[config.mk]
export PLATFORM = sky130hd
export DESIGN_NAME = vx_pending_tracker
export DESIGN_NICKNAME = d
export VERILOG_FILES = /design/src/rtl/vx_pending_tracker_pkg.sv /design/src/rtl/vx_pending_tracker_ctr.sv /design/src/rtl/vx_pending_tracker.sv
export SDC_FILE = /design/constraint.sdc
export NUM_CORES = 1
export LEC_CHECK = 0
export CORE_ASPECT_RATIO = 0.75
export CORE_MARGIN = 2
export CORE_UTILIZATION = 56
export DETAILED_ROUTE_END_ITERATION = 12
export PLACE_DENSITY = 0.77
export SYNTH_ARGS = -nofsm -noshare
export SYNTH_HDL_FRONTEND = slang
export SYNTH_SLANG_ARGS = --single-unit
[constraint.sdc]
create_clock -name clk -period 4.6 [get_ports clk]
set_clock_uncertainty 0.2 [all_clocks]
set_input_delay 0.69 -clock clk [delete_from_list [all_inputs] [get_ports clk]]
set_output_delay 0.69 -clock clk [all_outputs]
set_load 0.02 [all_outputs]
[src/rtl/vx_pending_tracker_pkg.sv]
// ---------------------------------------------------------------------------
// vx_pending_tracker_pkg
//   Shared types and sizing helpers for the pending-instruction tracker.
//   - fence_state_e : per-warp fence FSM state (IDLE / WAIT)
//   - pcnt_width()  : width of the per-warp popcount of issue/commit strobes,
//                     wide enough for the larger port count plus a sign bit
//                     so the increment/decrement delta can be formed signed.
// ---------------------------------------------------------------------------
package vx_pending_tracker_pkg;

  typedef enum logic {
    FENCE_IDLE = 1'b0,
    FENCE_WAIT = 1'b1
  } fence_state_e;

  function automatic int pcnt_width(input int incr_cnt, input int decr_cnt);
    int m;
    m = (incr_cnt > decr_cnt) ? incr_cnt : decr_cnt;
    return $clog2(m + 1) + 1;
  endfunction

  // Popcount width for the default 1 issue / 2 commit port configuration.
  localparam int PCNT_W_DEF = pcnt_width(1, 2);

endpackage

[src/rtl/vx_pending_tracker_ctr.sv]
// ---------------------------------------------------------------------------
// vx_pending_tracker_ctr
//   One per-warp pending counter with saturation and registered flags.
//   Ports:
//     clk, reset    : clock, synchronous active-low reset
//     i_inc, i_dec  : number of issue / commit strobes hitting this warp
//     i_thresh_n    : almost-empty threshold that applies from next cycle
//     o_zero        : counter == 0          (registered, tracks counter)
//     o_alm         : counter == threshold  (registered, tracks counter)
//     o_ovf, o_unf  : sticky saturation / clamp indicators
// ---------------------------------------------------------------------------
module vx_pending_tracker_ctr
  import vx_pending_tracker_pkg::*;
#(
  parameter int CTR_WIDTH     = 12,
  parameter int DW            = PCNT_W_DEF,
  parameter int ALM_EMPTY_DEF = 1
) (
  input  logic                 clk,
  input  logic                 reset,
  input  logic [DW-1:0]        i_inc,
  input  logic [DW-1:0]        i_dec,
  input  logic [CTR_WIDTH-1:0] i_thresh_n,
  output logic                 o_zero,
  output logic                 o_alm,
  output logic                 o_ovf,
  output logic                 o_unf
);

  // Two guard bits: one for overshoot above max, one for sign.
  localparam int SW = CTR_WIDTH + 2;
  localparam logic signed [SW-1:0] MAX_S = {2'b00, {CTR_WIDTH{1'b1}}};

  logic signed [DW-1:0]    w_delta;
  logic signed [SW-1:0]    w_cnt_n;
  logic [CTR_WIDTH-1:0]    w_cnt_sat;
  logic                    w_ovf_hit;
  logic                    w_unf_hit;

  logic [CTR_WIDTH-1:0]    r_cnt;
  logic                    r_zero;
  logic                    r_alm;
  logic                    r_ovf;
  logic                    r_unf;

  // NOTE: every signal written here gets a value on every path, so no latch
  // is inferred.
  always_comb begin
    w_delta   = $signed(i_inc) - $signed(i_dec);
    w_cnt_n   = $signed({2'b00, r_cnt}) + {{(SW-DW){w_delta[DW-1]}}, w_delta};
    w_ovf_hit = (w_cnt_n > MAX_S);
    w_unf_hit = w_cnt_n[SW-1];
    if (w_ovf_hit) begin
      w_cnt_sat = {CTR_WIDTH{1'b1}};
    end else if (w_unf_hit) begin
      w_cnt_sat = '0;
    end else begin
      w_cnt_sat = w_cnt_n[CTR_WIDTH-1:0];
    end
  end

  // Flags are computed from the next count so they change in the same cycle
  // as the counter itself rather than one cycle behind it.
  // NOTE: non-blocking assignments keep every register sampling pre-edge
  // values, independent of statement order.
  always_ff @(posedge clk) begin
    if (!reset) begin
      r_cnt  <= '0;
      r_zero <= 1'b1;
      r_alm  <= (ALM_EMPTY_DEF == 0);
      r_ovf  <= 1'b0;
      r_unf  <= 1'b0;
    end else begin
      r_cnt  <= w_cnt_sat;
      r_zero <= (w_cnt_sat == '0);
      r_alm  <= (w_cnt_sat == i_thresh_n);
      r_ovf  <= r_ovf | w_ovf_hit;
      r_unf  <= r_unf | w_unf_hit;
    end
  end

  assign o_zero = r_zero;
  assign o_alm  = r_alm;
  assign o_ovf  = r_ovf;
  assign o_unf  = r_unf;

endmodule

[src/rtl/vx_pending_tracker.sv]
// ---------------------------------------------------------------------------
// vx_pending_tracker
//   Tracks in-flight instructions per warp and services per-warp fences.
//   Ports:
//     clk, reset          : clock, synchronous active-low reset
//     incr / incr_wid     : issue strobes and their warp ids
//     decr / decr_wid     : commit strobes and their warp ids
//     alm_thresh_we/_thresh: almost-empty threshold load
//     alm_empty_wid       : warp whose almost-empty flag drives alm_empty
//     fence_valid/_wid    : fence request, accepted when fence_ready
//     fence_done/_wid     : one-cycle completion pulse and its warp
//     empty, empty_mask   : all-zero / per-warp-zero status
//     alm_empty           : selected warp count equals threshold
//     overflow, underflow : sticky saturation / clamp indicators
// ---------------------------------------------------------------------------
module vx_pending_tracker
  import vx_pending_tracker_pkg::*;
#(
  parameter int CTR_WIDTH      = 12,
  parameter int WARP_CNT       = 4,
  parameter int WARP_CNT_WIDTH = (WARP_CNT > 1) ? $clog2(WARP_CNT) : 1,
  parameter int INCR_COUNT     = 1,
  parameter int DECR_COUNT     = 2,
  parameter int ALM_EMPTY_DEF  = 1
) (
  input  logic                                       clk,
  input  logic                                       reset,
  input  logic [INCR_COUNT-1:0]                      incr,
  input  logic [INCR_COUNT-1:0][WARP_CNT_WIDTH-1:0]  incr_wid,
  input  logic [DECR_COUNT-1:0]                      decr,
  input  logic [DECR_COUNT-1:0][WARP_CNT_WIDTH-1:0]  decr_wid,
  input  logic                                       alm_thresh_we,
  input  logic [CTR_WIDTH-1:0]                       alm_thresh,
  input  logic [WARP_CNT_WIDTH-1:0]                  alm_empty_wid,
  input  logic                                       fence_valid,
  input  logic [WARP_CNT_WIDTH-1:0]                  fence_wid,
  output logic                                       fence_ready,
  output logic                                       fence_done,
  output logic [WARP_CNT_WIDTH-1:0]                  fence_done_wid,
  output logic                                       empty,
  output logic [WARP_CNT-1:0]                        empty_mask,
  output logic                                       alm_empty,
  output logic                                       overflow,
  output logic                                       underflow
);

  localparam int DW = pcnt_width(INCR_COUNT, DECR_COUNT);

  logic [DW-1:0]              w_inc [WARP_CNT];
  logic [DW-1:0]              w_dec [WARP_CNT];
  logic [WARP_CNT-1:0]        w_incr_hit;
  logic [WARP_CNT-1:0]        w_zero;
  logic [WARP_CNT-1:0]        w_alm;
  logic [WARP_CNT-1:0]        w_ovf;
  logic [WARP_CNT-1:0]        w_unf;
  logic [CTR_WIDTH-1:0]       w_thresh_n;

  logic [WARP_CNT-1:0]        w_elig;
  logic                       w_grant_valid;
  logic [WARP_CNT_WIDTH-1:0]  w_grant_wid;
  fence_state_e               w_fstate_n [WARP_CNT];

  logic [CTR_WIDTH-1:0]       r_thresh;
  fence_state_e               r_fstate [WARP_CNT];
  logic                       r_fence_done;
  logic [WARP_CNT_WIDTH-1:0]  r_fence_done_wid;

  // Per-warp popcount of strobes addressed to that warp.
  always_comb begin
    for (int w = 0; w < WARP_CNT; w++) begin
      w_inc[w] = '0;
      w_dec[w] = '0;
      for (int p = 0; p < INCR_COUNT; p++) begin
        if (incr[p] && (incr_wid[p] == WARP_CNT_WIDTH'(w))) begin
          w_inc[w] = w_inc[w] + DW'(1);
        end
      end
      for (int p = 0; p < DECR_COUNT; p++) begin
        if (decr[p] && (decr_wid[p] == WARP_CNT_WIDTH'(w))) begin
          w_dec[w] = w_dec[w] + DW'(1);
        end
      end
      w_incr_hit[w] = (w_inc[w] != '0);
    end
  end

  // The counters compare against the threshold that will be live next
  // cycle, so a threshold write takes effect together with the new count.
  assign w_thresh_n = alm_thresh_we ? alm_thresh : r_thresh;

  always_ff @(posedge clk) begin
    if (!reset) begin
      r_thresh <= CTR_WIDTH'(ALM_EMPTY_DEF);
    end else begin
      r_thresh <= w_thresh_n;
    end
  end

  for (genvar g = 0; g < WARP_CNT; g++) begin : g_ctr
    vx_pending_tracker_ctr #(
      .CTR_WIDTH     (CTR_WIDTH),
      .DW            (DW),
      .ALM_EMPTY_DEF (ALM_EMPTY_DEF)
    ) u_ctr (
      .clk        (clk),
      .reset      (reset),
      .i_inc      (w_inc[g]),
      .i_dec      (w_dec[g]),
      .i_thresh_n (w_thresh_n),
      .o_zero     (w_zero[g]),
      .o_alm      (w_alm[g]),
      .o_ovf      (w_ovf[g]),
      .o_unf      (w_unf[g])
    );
  end

  // A fence may not be accepted by a warp that still holds one; the request
  // simply waits on the bus until that warp completes.
  assign fence_ready = (r_fstate[fence_wid] == FENCE_IDLE);

  // Fence next-state and fixed-priority completion grant (lowest wid wins).
  // An issue to a waiting warp in this cycle vetoes its completion, since the
  // registered empty flag does not yet reflect that issue.
  always_comb begin
    w_grant_valid = 1'b0;
    w_grant_wid   = '0;
    for (int w = 0; w < WARP_CNT; w++) begin
      w_fstate_n[w] = r_fstate[w];
      w_elig[w]     = (r_fstate[w] == FENCE_WAIT) && w_zero[w] && !w_incr_hit[w];
    end
    for (int w = 0; w < WARP_CNT; w++) begin
      if (w_elig[w] && !w_grant_valid) begin
        w_grant_valid = 1'b1;
        w_grant_wid   = WARP_CNT_WIDTH'(w);
      end
    end
    if (w_grant_valid) begin
      w_fstate_n[w_grant_wid] = FENCE_IDLE;
    end
    if (fence_valid && fence_ready) begin
      w_fstate_n[fence_wid] = FENCE_WAIT;
    end
  end

  // Reset clears every waiting fence and the done pulse, so nothing pending
  // before reset ever completes.
  always_ff @(posedge clk) begin
    if (!reset) begin
      for (int w = 0; w < WARP_CNT; w++) begin
        r_fstate[w] <= FENCE_IDLE;
      end
      r_fence_done     <= 1'b0;
      r_fence_done_wid <= '0;
    end else begin
      for (int w = 0; w < WARP_CNT; w++) begin
        r_fstate[w] <= w_fstate_n[w];
      end
      r_fence_done     <= w_grant_valid;
      r_fence_done_wid <= w_grant_wid;
    end
  end

  assign fence_done     = r_fence_done;
  assign fence_done_wid = r_fence_done_wid;
  assign empty_mask     = w_zero;
  assign empty          = &w_zero;
  assign alm_empty      = w_alm[alm_empty_wid];
  assign overflow       = |w_ovf;
  assign underflow      = |w_unf;

endmodule

==> out/summary.md, run 1 <==
The register area came out at 1660 um2. The final cell utilization of the core was 80.2%; the number of nets in the layout was 1,260. CTS placed an instance of clkbuf_16 at the clock tree root.

The register bit total from synthesis is 83. The post-synth design cell area is 7320 um2. Data arrival at the endpoint of the critical path: 4570 ps. Max-capacitance violation count: 0.

For the max-slew violation count, the log shows 0. After the first detailed-routing iteration, the DRC count stood at 717. The adder-cell share of the synthesized area is 12.4%. By area the synthesized netlist is led by dfxtp_1 23%, ha_1 10%, xnor2_1 4.7%. TritonCTS built the clock tree.

The critical path starts at decr_wid[3]. Class of the worst hold path: flop to flop. The pin slew with the least headroom to its limit came out at 980 ps. Synthesis produced a netlist whose cell count is 894.

The maximum net fanout on the critical path was 7; the minimum clock period was 4500 ps. Final cell count without fillers: 1,339. In the layout the commonest cells are 254 x buf_4, 83 x dfxtp_1, 67 x nand2_1, 57 x ha_1, 56 x a21oi_1. The number of clock sinks seen by CTS is 83, and the number of nets still failing antenna checks after routing is 0. The async set-reset flop share out of synthesis was 0%; the number of top-level pins was 41. The tools report the wire length of the first global-routing pass as 37,800 um. The logs give 0 for the number of failing hold endpoints at the final stage and 56.8% for the initial core utilization. Detailed-route wire length: 23,900 um. In the routed design, unresolved DRC markers number 0. The number of nets handed over by synthesis was 991. The average cell area after synthesis came out at 8.19 um2.

Summed over all instances, the cell type with the most area after synthesis is dfxtp_1. The initialized floorplan defines 36 standard-cell rows. Across all layers, the routed design uses 7,994 vias. The run gives 1160 ps as the register-to-register setup slack. The synthesized netlist devotes 28.6% of its cell area to compound gates. For this run the aggregate overflow at the end of global routing stands at 0. Setup violations remaining at the end of the flow were counted as 0. The share of the Yosys chip area taken by registers is 22.7%. Across every metal layer, demand over resource in global routing totals 34.1%. The tools report the required time of the worst setup path as 4670 ps. The share of synthesized cell area in and, or, nand and nor gates came out at 21.2%.

The tools report the smallest hold slack as 266 ps. Static timing analysis puts the maximum clock frequency at 0.222 GHz. The most common cell after layout, fill and taps aside was buf_4. The tools report the total number of yosys warnings as 0. The placer's final routability congestion estimate was 0.953. The clock tree synthesis step divided the H-tree into 3 levels. For this run, the detailed router's first-pass iteration total came to 5. Entering global routing, the biggest net connects 44 pins. By area, the combinational part of the netlist is dominated by compound AO/OA/AOI/OAI gates. Of the cells placed in the final design, the portion with a size suffix greater than 1 is 31.1%. The via count of the first global-routing pass is 7,719, and the fraction of synthesized area in multiplexers is 4.48%. In this run, synthesis inferred 0 flip-flops with an integrated enable. Counting along the longest clock path gives a buffer depth of 2. Once detailed placement completed, the half-perimeter wirelength came to 17,600 um.

The startpoint of the lowest-slack register-to-register path is g_ctr[0].u_ctr.r_cnt[1]. The netlist uses 83 different library cells. The die is 103 um tall. In this run the standard cell core region covers 12,900 um2. The die is 136 um wide. The areal power density over the cells came out at 346 nW/um2. The flow ran to the end, and the final reports show no timing, DRC or antenna violations. Summing internal, switching and leakage power gives 0.00357 W. STA classifies the critical path startpoint as a primary input. The final clock period utilization by the worst path works out to 97.9%. Relative to the synthesized area, the layout overhead comes to 41.1%. The area of the multi-input gates was 5760 um2. The sort of element at the end of the critical path is a flop. VDD sags by at most 0.000312 V. Initial antenna violation count: 1. Among all flip-flop cells after synthesis, the most frequent one is dfxtp_1. The run gives 360 ps as the clock latency of the later-clocked register in the worst-skew pair. For the total instance count after detailed placement, the log shows 1,307. In this run the worst setup path terminates at g_ctr[2].u_ctr.o_alm. The top cell type by area accounts for 22.7% of the synthesized area. Adding up every negative setup slack in the final design gives 0 ps. The run gives 0 as the count of hold buffers inserted by post-cts repair. The number of cells traversed by the worst register-to-register path was 12. After clock tree synthesis, the clock-pin slew on the worst setup and hold paths is 70 ps. The worst register-to-register path ends at g_ctr[0].u_ctr.o_alm. Dividing the detail-routed wire length by the instance count gives 17.9 um. The count of input and output buffers was 40. In the routed layout, each cell is associated on average with a via count of 5.97. The layout filler cell count came out at 862. For the leakage power, the log shows 4.83 nW.

The number of antenna diodes in the final layout is 0. The critical path is of the primary input to flop type. The worst pin sits at a relative slew slack of 32.8%. The number of buffers inserted during clock tree synthesis was 9. The run gives 14,000 um2 as the area of the die. Of the total synthesized cell area, the portion taken by XOR and XNOR cells is 6.56%.
==> worst max-delay path, cell delays in order <==
cell and delay, ps:
dlygate4sd2_1 270, and3b_2 230, fa_2 580, inv_2 60
ha_2 190, fa_2 350, a21o_1 200, a221oi_4 250
o31a_1 230, o22ai_2 120, nor2_2 150, a22oi_2 90
buf_4 170, o21ai_0 80, a22oi_1 110, or4b_1 530
nor4_1 260
==> per-stage QoR <==
| stage | instance area [um2] | worst slack (ps) |
|---|---|---|
| after global routing | 10300 | -70.4 |
| after floorplan | 7350 | -6.94 |
| after detailed placement | 9580 | -897 |
| after global placement | 9580 | -712 |
| final | 10300 | 97.9 |
| after CTS | 10100 | 3.51 |
==> sequential cells by signal, summed over array words and instances (netlist names) <==
signal / cells
g_ctr.u_ctr.o_zero: 4
r_thresh: 12
r_fstate: 4
g_ctr.u_ctr.o_unf: 4
fence_done: 1
g_ctr.u_ctr.r_cnt: 48
fence_done_wid: 2
g_ctr.u_ctr.o_ovf: 4
g_ctr.u_ctr.o_alm: 4
==> cells in the mapped netlist, types with 5 or more instances <==
cell type and number:
nor3_1 24, nor2_1 53, mux2i_1 17, a31oi_1 12, xor2_1 14, nand4_1 11
and2_1 22, nor2b_1 20, or3_1 9, buf_2 11, and3_1 11, mux2_2 10
nor4_1 6, a21o_1 28, nand2b_1 12, a21boi_0 28, a221oi_1 7, o22ai_1 10
nand3_1 28, a21oi_1 60, o21a_1 25, dfxtp_1 83, xnor2_1 39, nand2_1 67
o21ai_0 46, inv_1 29, a22o_1 7, clkbuf_1 20, a211oi_1 6, a211o_1 6
buf_4 5, fa_1 8, ha_1 60
==> worst min path at each step <==
stage	startpoint	to	depth (start not counted)
after floorplan	g_ctr[1].u_ctr.o_ovf	g_ctr[1].u_ctr.o_ovf	2
after global placement	g_ctr[3].u_ctr.o_ovf	g_ctr[3].u_ctr.o_ovf	1
after detailed placement	g_ctr[2].u_ctr.o_ovf	g_ctr[2].u_ctr.o_ovf	1
after CTS	g_ctr[2].u_ctr.o_ovf	g_ctr[2].u_ctr.o_ovf	1
after global routing	g_ctr[1].u_ctr.o_unf	g_ctr[1].u_ctr.o_unf	1
final	g_ctr[2].u_ctr.o_ovf	g_ctr[2].u_ctr.o_ovf	1
==> area by class of cell <==
cell class	count	share of cell area (%)
timing repair buffer	297	22.3
sequential	83	16.1
inverter	29	1.05
tap	171	2.07
multi-input combinational	743	55.8
clock inverter	6	0.485
clock buffer	10	2.22
==> metal layers <==
metal	routed length (um)	part of all wire (%)	up-vias	track usage, %
met2	11000	46	332	56.2
li1	-	-	3869	-
met4	367	1.5	2	9.21
met1	10500	44	3749	45.4
met3	2020	8.4	42	7.92
met5	13	0.054	-	0
==> report_power, final <==
group | internal, W | switching [W] | total (W)
logic | 0.000978 | 0.00101 | 0.00199
clock network | 0.000372 | 0.000344 | 0.000716
registers | 0.000817 | 0.0000508 | 0.000868
==> logic make-up after synthesis <==
logic type / Yosys count
flops: 83
buf+inv: 68
mux: 29
xor+xnor: 54
fa+ha+maj: 68
simple gates: 296
compound gates: 296
==> timing repair <==
action	in CTS	in global routing
buffers inserted	9	6
setup endpoints to repair	5	6
pin swaps	23	28
cloned	0	1
gates resized for setup	45	49
(Power assumes the default switching activity.)
==> run 2, diff against run 1 <==
--- a/config.mk
+++ b/config.mk
@@ -5,11 +5,14 @@
 export SDC_FILE = /design/constraint.sdc
 export NUM_CORES = 1
 export LEC_CHECK = 0
+export ABC_CLOCK_PERIOD_IN_PS = 4600
 export CORE_ASPECT_RATIO = 0.75
 export CORE_MARGIN = 2
 export CORE_UTILIZATION = 56
+export CTS_CLUSTER_DIAMETER = 80
 export DETAILED_ROUTE_END_ITERATION = 12
 export PLACE_DENSITY = 0.77
+export RECOVER_POWER = 50
 export SYNTH_ARGS = -nofsm -noshare
 export SYNTH_HDL_FRONTEND = slang
 export SYNTH_SLANG_ARGS = --single-unit
==> run 2 against run 1 <==
Clock power barely moved. The flow now finishes with violations (capacitance limit, slew limit). Wire length barely moved. Via count rose by 0.23%.
==> out/summary.md, run 2 (synthesis results as in run 1) <==
For the register area, the log shows 1660 um2. Leaving out fill and tap cells, the most frequent cells in the layout are 250 x buf_4, 83 x dfxtp_1, 67 x nand2_1, 57 x ha_1, 56 x a21oi_1. The net count of the finished layout is 1,260. The die is 136 um wide. The placed instances occupy a cell area of 9580 um2.

The first detailed-routing pass took 5 iterations. The switching part of the total power was 39.3%. The internal power of the cells totals 0.00216 W.

The source of the worst hold timing path was g_ctr[2].u_ctr.o_ovf. For the wire length on met2, the log shows 10,900 um. The largest registers in the layout are g_ctr.u_ctr.r_cnt x48, r_thresh x12. At the later pin of the worst-skew pair, clock insertion delay measures 360 ps. Most common cell after layout, fill and taps aside: buf_4. The logs give 0.00356 W for the overall power and 4.83 nW for the leakage power. The area growth from synthesis to layout is 40.9%. The max-capacitance violation count was 1; the number of placement rows was 36. By startpoint and endpoint, the worst setup path is classified as primary input to flop. The logs give 44 for the pin count of the biggest net entering global routing and 1,339 for the final cell count without fillers. The required time of the worst setup path came out at 4660 ps.

The highest metal layer used by the detailed router was met5. Startpoint class of the critical path: a primary input. The register with the most flip-flops in the layout has 48 of them. In the detailed route, the total length drawn on met3 is 1990 um. The minimum clock period is 4530 ps. The max-slew violation count came out at 42. In this run the remaining antenna-violating nets after routing total 0. Setup violations remaining at the end of the flow were counted as 0.

The tools report the placeable core area as 12,900 um2. The areal power density over the cells is 345 nW/um2, and the count of hold buffers inserted by post-cts repair is 0. Registers are responsible for 24.4% of the overall power.

In this run, placement finished with an instance count of 1,307. The tightest hold path in the finished design has a slack of 268 ps. The share of total power dissipated in the clock network is 20.1%.

The run gives 17,600 um as the HPWL reported at the end of detailed placement. TritonCTS built the clock tree. The tree is rooted in a clkbuf_16. The area of the multi-input gates came out at 5760 um2. Global routing used 34.1% of the available tracks. The tools report the final design instance area without fill as 10,300 um2. Critical register-to-register path endpoint: g_ctr[0].u_ctr.o_alm. In the final routing, the length of wire on met1 measures 10,600 um.

The longest clock path from root to sink contains 2 buffers. For the placer's final routability congestion estimate, the log shows 0.953. Setup slack on the worst reg-to-reg path comes out at 1160 ps.

In the routed layout, each cell is associated on average with a via count of 5.98. Along the worst path, the maximum fanout reaches 7. The number of clock buffers added by TritonCTS is 9. The initial utilization of the core area, before any placement, comes to 56.8%. The checks that failed: capacitance limit, slew limit. The largest register by flop count was g_ctr.u_ctr.r_cnt. In the final routed layout, each cell accounts on average for 17.9 um. The number of cells traversed by the worst register-to-register path is 12, and the number of top-level pins is 41. Measured along the y axis, the die boundary spans 103 um.

The initial antenna violation count was 1; the DRC violation count after routing was 0. The worst path uses 98.4% of the clock period. 0 antenna diodes ended up in the layout. Hold path depth: 1. In this run the tool buffered the top-level ports with 40 buffer cells.

The number of failing hold endpoints at the final stage was 0. Number of clock sinks seen by CTS: 83. The layout cell share with drive strength beyond 1 is 30.3%, and the wire length of the first global-routing pass is 37,800 um. The area of the die was 14,000 um2; the via count of the first global-routing pass was 7,719. The tightest min-delay check is of the flop to flop type. The H-tree was split into 3 levels.

The flow ran to the end, but the final reports show violations. Endpoint of the worst hold-timing path: g_ctr[2].u_ctr.o_ovf. Static timing analysis puts the maximum clock frequency at 0.221 GHz.

The remaining max-slew budget at the tightest pin was -9.23%. STA classifies the critical path endpoint as a flop. In this run the power spent charging and discharging nets is 0.00140 W. The tools report the startpoint of the lowest-slack register-to-register path as g_ctr[0].u_ctr.r_cnt[1]. Fill cells in the final layout number 866. The tools report the count of vias placed by the detailed router as 8,012. Across the VDD grid, the largest voltage drop is 0.000311 V. Summed over all layers, the global routing overflow is 0. After clock tree synthesis, the clock-pin slew on the worst setup and hold paths is 70 ps. The tools report the combinational power share as 55.6%. The starting DRC count in detailed routing was 771; the data arrival at the endpoint of the critical path was 4590 ps.

The pin slew with the least headroom to its limit was 1640 ps; the detailed-route wire length was 24,000 um.
-- run 2: changes by cell type in the layout (fill, tap and decap cells not counted) --
cell | before | now
buf_4 | 254 | 250
clkbuf_1 | 1 | 5
mux2_2 | 10 | 5
clkdlybuf4s50_1 | 30 | 17
and2_0 | 0 | 1
mux2_1 | 0 | 5
and2_1 | 20 | 19
dlygate4sd3_1 | 0 | 13
-- run 2: worst max path at each step --
stage / cells past startpoint / startpoint / slack [ps] / to
2_1_floorplan: 13 / incr_wid[0] / -7 / g_ctr[0].u_ctr.o_alm
3_3_place_gp: 16 / incr_wid[1] / -710 / g_ctr[3].u_ctr.o_alm
3_5_place_dp: 18 / incr_wid[1] / -900 / g_ctr[3].u_ctr.o_alm
4_1_cts: 16 / incr_wid[0] / 4 / g_ctr[0].u_ctr.o_alm
5_1_grt: 17 / decr_wid[3] / -70 / g_ctr[2].u_ctr.o_alm
6_report: 17 / decr_wid[3] / 70 / g_ctr[2].u_ctr.o_alm
-- run 2: metrics by stage --
stage	utilization, %	worst slack [ps]	setup TNS (ps)
floorplan	-	-6.94	-6.94
CTS	78.3	3.51	0
detailed placement	74.4	-897	-8390
global route	80.1	-70.4	-144
global placement	74.4	-712	-4820
finish	80.1	71.8	0
-- run 2: layout make-up --
type | instances | area share [%]
Sequential cell | 83 | 16.1
Timing Repair Buffer | 297 | 22.2
Inverter | 29 | 1.06
Clock buffer | 10 | 2.22
Multi-Input combinational cell | 743 | 55.8
Tap cell | 171 | 2.07
Clock inverter | 6 | 0.485
-- run 2: power by group through the flow --
stage	sequential [W]	clock [W]	combinational, W
4_1_cts	0.000866	0.000717	0.00188
3_5_place_dp	0.000881	0	0.00181
6_report	0.000867	0.000715	0.00198
3_3_place_gp	0.000878	0	0.00177
5_1_grt	0.000877	0.000747	0.00214
2_1_floorplan	0.000867	0	0.00104
-- run 2: worst max-delay path, cell delays in order --
cell and delay (ps):
dlygate4sd2_1 270, and3b_2 230, fa_2 580, inv_2 60, ha_2 190, fa_2 350, a21o_1 200, a221oi_4 250
o31a_1 230, o22ai_2 120, nor2_2 160, a22oi_2 90, buf_4 170, o21ai_0 80, a22oi_1 110, or4b_1 540
nor4_1 260
-- run 2: per-layer routing --
layer / track usage [%] / up-vias
li1: - / 3871
met3: 7.92 / 47
met5: 0 / -
met2: 56.2 / 322
met1: 45.4 / 3770
met4: 9.21 / 2
-- run 2: what timing repair did --
| item | CTS | global route |
|---|---|---|
| cloned | 0 | 1 |
| resized for setup | 45 | 49 |
| setup endpoints to repair | 5 | 6 |
| buffers inserted | 9 | 6 |
| pin swaps | 23 | 28 |
